**config.mk**
```make
export PLATFORM = sky130hd
export DESIGN_NAME = mips_mem_responder
export DESIGN_NICKNAME = d
export VERILOG_FILES = /design/src/rtl/mips_mem_pkg.sv /design/src/rtl/mips_mem_array.sv /design/src/rtl/mips_mem_responder.sv
export SDC_FILE = /design/constraint.sdc
export NUM_CORES = 2
export LEC_CHECK = 0
export CAP_MARGIN = 20
export CORE_MARGIN = 2
export CORE_UTILIZATION = 49
export DETAILED_ROUTE_END_ITERATION = 12
export SLEW_MARGIN = 15
export SYNTH_ARGS = -nofsm -noshare
export SYNTH_HDL_FRONTEND = slang
export SYNTH_HIERARCHICAL = 1
export SYNTH_SLANG_ARGS = --single-unit
```
**constraint.sdc**
```tcl
create_clock -name clk -period 10.68 [get_ports clk]
set_input_delay 2.136 -clock clk [delete_from_list [all_inputs] [get_ports clk]]
set_output_delay 2.136 -clock clk [all_outputs]
set_load 0.005 [all_outputs]
```
**src/rtl/mips_mem_pkg.sv**
```systemverilog
// Shared types and constants for the multicycle MIPS memory responder.
package mips_mem_pkg;
   localparam int WORD_W = 32;
   localparam int CNT_W  = 4;
   localparam logic [WORD_W-1:0] ERR_DATA = 32'h0;

   typedef enum logic [1:0] {
      IDLE = 2'd0,
      WAIT = 2'd1,
      RESP = 2'd2
   } state_t;
endpackage

```
**src/rtl/mips_mem_array.sv**
```systemverilog
// Single-port word array: synchronous write, registered read, no reset on contents.
module mips_mem_array
   import mips_mem_pkg::*;
#(
   parameter int DEPTH_WORDS = 64,
   parameter int IDX_W       = 6
) (
   input  logic              clk,
   input  logic              i_we,
   input  logic              i_re,
   input  logic [IDX_W-1:0]  i_idx,
   input  logic [WORD_W-1:0] i_wdata,
   output logic [WORD_W-1:0] o_rdata
);
   logic [WORD_W-1:0] r_mem [DEPTH_WORDS];
   logic [WORD_W-1:0] r_q;

   always_ff @(posedge clk) begin
      if (i_we) r_mem[i_idx] <= i_wdata;
      if (i_re) r_q <= r_mem[i_idx];
   end

   assign o_rdata = r_q;
endmodule

```
**src/rtl/mips_mem_responder.sv**
```systemverilog
// Unified instruction/data memory slave with req/ready handshake and fixed wait states.
//   state | meaning
//   IDLE  | waiting for req; captures addr/we/wdata when req=1
//   WAIT  | counting down wait states; access performed when cnt reaches 0
//   RESP  | ready (and err) high for exactly one cycle
module mips_mem_responder
   import mips_mem_pkg::*;
#(
   parameter int DEPTH_WORDS = 64,
   parameter int WAIT_CYCLES = 2
) (
   input  logic              clk,
   input  logic              rst,
   input  logic              req,
   input  logic              we,
   input  logic [WORD_W-1:0] addr,
   input  logic [WORD_W-1:0] wdata,
   output logic [WORD_W-1:0] rdata,
   output logic              ready,
   output logic              err,
   output logic              busy
);
   localparam int IDX_W = $clog2(DEPTH_WORDS);
   localparam logic [CNT_W-1:0] WAIT_INIT = CNT_W'(WAIT_CYCLES);
   localparam logic [29:0]      DEPTH_L   = 30'(DEPTH_WORDS);

   state_t            r_state;
   logic [CNT_W-1:0]  r_cnt;
   logic              r_we;
   logic [WORD_W-1:0] r_addr;
   logic [WORD_W-1:0] r_wdata;
   logic              r_ready;
   logic              r_err;
   logic              r_busy;
   logic              r_rd_zero;

   logic              w_err_c;
   logic              w_access;
   logic              w_arr_we;
   logic              w_arr_re;
   logic [IDX_W-1:0]  w_idx;
   logic [WORD_W-1:0] w_arr_q;

   assign w_err_c  = (r_addr[1:0] != 2'b00) || (r_addr[31:2] >= DEPTH_L);
   assign w_access = (r_state == WAIT) && (r_cnt == '0);
   assign w_arr_we = w_access && r_we && !w_err_c;
   assign w_arr_re = w_access && !r_we && !w_err_c;
   assign w_idx    = r_addr[IDX_W+1:2];

   mips_mem_array #(
      .DEPTH_WORDS (DEPTH_WORDS),
      .IDX_W       (IDX_W)
   ) u_array (
      .clk     (clk),
      .i_we    (w_arr_we),
      .i_re    (w_arr_re),
      .i_idx   (w_idx),
      .i_wdata (r_wdata),
      .o_rdata (w_arr_q)
   );

   always_ff @(posedge clk or negedge rst) begin
      if (!rst) begin
         r_state   <= IDLE;
         r_cnt     <= '0;
         r_we      <= 1'b0;
         r_addr    <= '0;
         r_wdata   <= '0;
         r_ready   <= 1'b0;
         r_err     <= 1'b0;
         r_busy    <= 1'b0;
         r_rd_zero <= 1'b1;
      end else begin
         case (r_state)
            IDLE: begin
               r_ready <= 1'b0;
               r_err   <= 1'b0;
               if (req) begin
                  r_we    <= we;
                  r_addr  <= addr;
                  r_wdata <= wdata;
                  r_cnt   <= WAIT_INIT;
                  r_busy  <= 1'b1;
                  r_state <= WAIT;
               end
            end
            WAIT: begin
               if (r_cnt != '0) begin
                  r_cnt <= r_cnt - CNT_W'(1);
               end else begin
                  r_state <= RESP;
                  r_ready <= 1'b1;
                  r_err   <= w_err_c;
                  // writes leave the read-data path untouched
                  if (!r_we) r_rd_zero <= w_err_c;
               end
            end
            RESP: begin
               r_ready <= 1'b0;
               r_err   <= 1'b0;
               r_busy  <= 1'b0;
               r_state <= IDLE;
            end
            default: begin
               r_ready <= 1'b0;
               r_err   <= 1'b0;
               r_busy  <= 1'b0;
               r_state <= IDLE;
            end
         endcase
      end
   end

   // Array output only moves on a good read, so it doubles as the held rdata.
   assign rdata = r_rd_zero ? ERR_DATA : w_arr_q;
   assign ready = r_ready;
   assign err   = r_err;
   assign busy  = r_busy;
endmodule
```
==> key figures <==
Status
  – Status: complete, no violations

CTS
  – CTS buffer count: 215
  – Clock Sinks: 2,155
  – Max clock buf depth: 3
  – Worst-Skew Late Latency: 870 ps
  – CTS-repair resized insts: 0
  – CTS clk-pin slew, worst paths: 60 ps
  – CTS root buf: clkbuf_16
  – Hold Buf Count CTS: 0
  – TritonCTS clock tree: yes
  – Post-CTS setup buffers: 0
  – H-tree Lvls: 4

Yosys
  – Post-Syn Instances: 4,469
  – Yosys cell types: 62
  – YS warnings: 6
  – Mapped Nets: 4,539
  – Sequential area share after synthesis: 0.781
  – Yosys top cell by area: edfxtp_1
  – Synth top area share: 0.758
  – Seq cells post-synth: 2,155
  – Synth area leaders: edfxtp_1 (76%), mux2i_1 (3.2%), mux2_2 (2.7%)
  – Main flop type after synthesis: edfxtp_1
  – Post-synth ARST share: 0.0348
  – Synthesized area per cell: 18.4 µm²
  – EDFF count, synth: 2,080
  – Post-Syn Area: 82,400 µm²

Timing
  – Hold Slack: 485 ps
  – Hold Vio Cnt, Final: 0
  – Max-slew violations: 0
  – Minimum clock period: 5600 ps
  – Part of the cycle the worst path needs: 0.524
  – Slew at the pin closest to its max-slew limit: 1180 ps
  – Final setup viols: 0
  – Relative slew slack: 0.212
  – Setup TNS: 0 ps
  – RSZ-0062 raised after global routing: no
  – Max frequency: 179 MHz
  – Clock skew: 66.9 ps

Power
  – P_sw: 0.00906 W
  – Design internal power: 0.0174 W
  – PD cells: 282 nW/µm²
  – Max VDD drop: 0.231 mV
  – LEAKAGE: 30.1 nW
  – Clk pwr share: 0.283
  – Design Power: 0.0264 W
  – Logic pwr share: 0.300
  – Sw frac: 0.343
  – Part of the power in registers: 0.417

Critical path
  – CP Data Arrival Time: 6160 ps
  – Critical Path Start Type: register
  – Crit path max-delay cell type: dfrtp_4
  – CP Buf/Inv Count: 4
  – Kind of critical path: reg2reg
  – Worst endpoint required time: 11,240 ps
  – CP cell instances: buf_12, buf_4, inv_1, buf_4, and3_1, nor4_1, a31oi_1, a2111oi_1, nand3_1
  – CP peak stage delay: 1040 ps
  – Worst Path Max Fanout: 122
  – Most frequent CP cell: buf_4
  – CP Capture Type: register
  – Kind of cell adding the most delay to the critical path: buffers and inverters

Route
  – Residual DRC: 0
  – Routed Antenna Nets: 0
  – Final WL: 233 mm
  – Drt initial violations: 5,844
  – Via count: 45,300
  – DR vias/cell: 6.44
  – Avg WL per Cell: 33.1 µm
  – Drt first pass iters: 7

Cells and area
  – Most frequent cells in the layout: edfxtp_1 (2,080), mux2i_1 (260), clkbuf_16 (215)
  – Area Overhead vs Synth: 13.8%
  – Share of layout cells above drive strength 1: 0.181
  – Design area: 93,800 µm²
  – Final net count: 4,710
  – Commonest non-fill, non-tap cell in the layout: edfxtp_1
  – Final Core Density: 0.561
  – FILL cells: 12,700
  – Register area: 64,400 µm²
  – Area of the multi-input gates: 17,300 µm²

Die
  – I/O Pins: 103
  – Die width: 414 µm
  – FP Rows: 150
  – Initial Utilization: 0.493
  – Core area: 167,000 µm²
  – Die height: 414 µm
  – Die footprint: 171,000 µm²

Placement
  – Final HPWL DP: 132 mm
  – Placed instance area: 86,700 µm²
  – Port bufs: 102
  – Gpl congestion: 0.844

GRT
  – Vias in the first global route: 44,100
  – Global-route wire length before repair: 331 mm
  – Antenna violations before repair: 4
  – GR Overflow Total: 0
  – Pin count of the biggest net entering global routing: 125
  – GRT Overall Usage: 0.267

Worst hold path
  – Hold WC Path Type: reg2reg

Flow run
  – Max-cap violations: 0
[metrics by stage]
step / worst slack [ps] / instances
2_1_floorplan: 6870 / 4469
3_3_place_gp: 4900 / 6622
3_5_place_dp: 5250 / 6624
4_1_cts: 5220 / 7023
5_1_grt: 5040 / 7026
6_report: 5080 / 7033
[per-layer routing]
layer  vias to the layer above  share of wire  global-route usage  wire length [µm]
met4                         6          0.036              0.0932              8390
met1                     23900           0.40               0.373             93700
met3                       359          0.077              0.0383             17900
met5                         -        0.00017                   0                39
li1                      18800              -                   -                 -
met2                      2231           0.48               0.434            113000
[registers in the layout, summed over array words and instances, names as in the netlist, 2 cells and up]
name and count:
r_wdata 32, r_addr 32, r_cnt 4, u_array/r_mem 2048
u_array/o_rdata 32, r_state 2
[cells in the mapped netlist, types with 3 or more instances]
| cell type | count |
|---|---|
| o221ai_1 | 6 |
| a21oi_1 | 124 |
| nor2b_1 | 42 |
| clkbuf_1 | 171 |
| mux4_2 | 96 |
| nor2_1 | 153 |
| mux2_2 | 195 |
| or4_1 | 15 |
| buf_1 | 33 |
| nand2b_1 | 19 |
| a22oi_1 | 188 |
| o21ai_0 | 87 |
| a222oi_1 | 16 |
| nor3_1 | 23 |
| dfrtp_1 | 74 |
| o22ai_1 | 93 |
| nand2_1 | 32 |
| inv_1 | 6 |
| mux2_1 | 16 |
| or4b_1 | 14 |
| a31oi_1 | 44 |
| and2_1 | 5 |
| buf_2 | 87 |
| or3_1 | 4 |
| o2bb2ai_1 | 15 |
| a22o_1 | 67 |
| mux2i_1 | 260 |
| a221oi_1 | 175 |
| nand4_1 | 4 |
| nand3_1 | 55 |
| buf_6 | 4 |
| and3_1 | 85 |
| a2111oi_0 | 15 |
| edfxtp_1 | 2080 |
| nor4_1 | 22 |
| buf_4 | 9 |
| buf_12 | 3 |
| a211oi_1 | 17 |
| o22a_1 | 70 |
| a221o_1 | 15 |
[power groups by stage]
stage / Clock [W] / Sequential [W] / Combinational (W)
2_1_floorplan: 0 / 0.0115 / 0.00424
3_3_place_gp: 0 / 0.0113 / 0.00771
3_5_place_dp: 0 / 0.0113 / 0.00781
4_1_cts: 0.00757 / 0.0111 / 0.00783
5_1_grt: 0.00789 / 0.0111 / 0.00832
6_report: 0.00747 / 0.0110 / 0.00793
[logic make-up after synthesis]
kind of cell    synth area share
flops                      0.781
compound gates            0.0838
mux                       0.0867
simple gates              0.0314
buf+inv                   0.0171
fa+ha+maj               0.000304
[area by class of cell]
cell class                      count  share of cell area
Sequential cell                  2155               0.687
Multi-Input combinational cell   1999               0.184
Clock buffer                      275              0.0599
Tap cell                         2204              0.0294
Timing Repair Buffer              262              0.0248
Clock inverter                    124              0.0145
Inverter                            7            0.000360
Antenna cell                        7            0.000187
[worst paths after layout]
| path | end | cells past startpoint | start | slack [ps] |
|---|---|---|---|---|
| max in group asynchronous | r_wdata[11] | 2 | rst | 8330 |
| max | u_array/o_rdata[8] | 9 | r_addr[4] | 5080 |
| min in group asynchronous | r_wdata[20] | 1 | rst | 1200 |
| max reg2reg | u_array/o_rdata[8] | 9 | r_addr[4] | 5080 |
| min | busy | 1 | busy | 490 |
| min reg2reg | busy | 1 | busy | 490 |
Power figures use the tool's default switching activity.
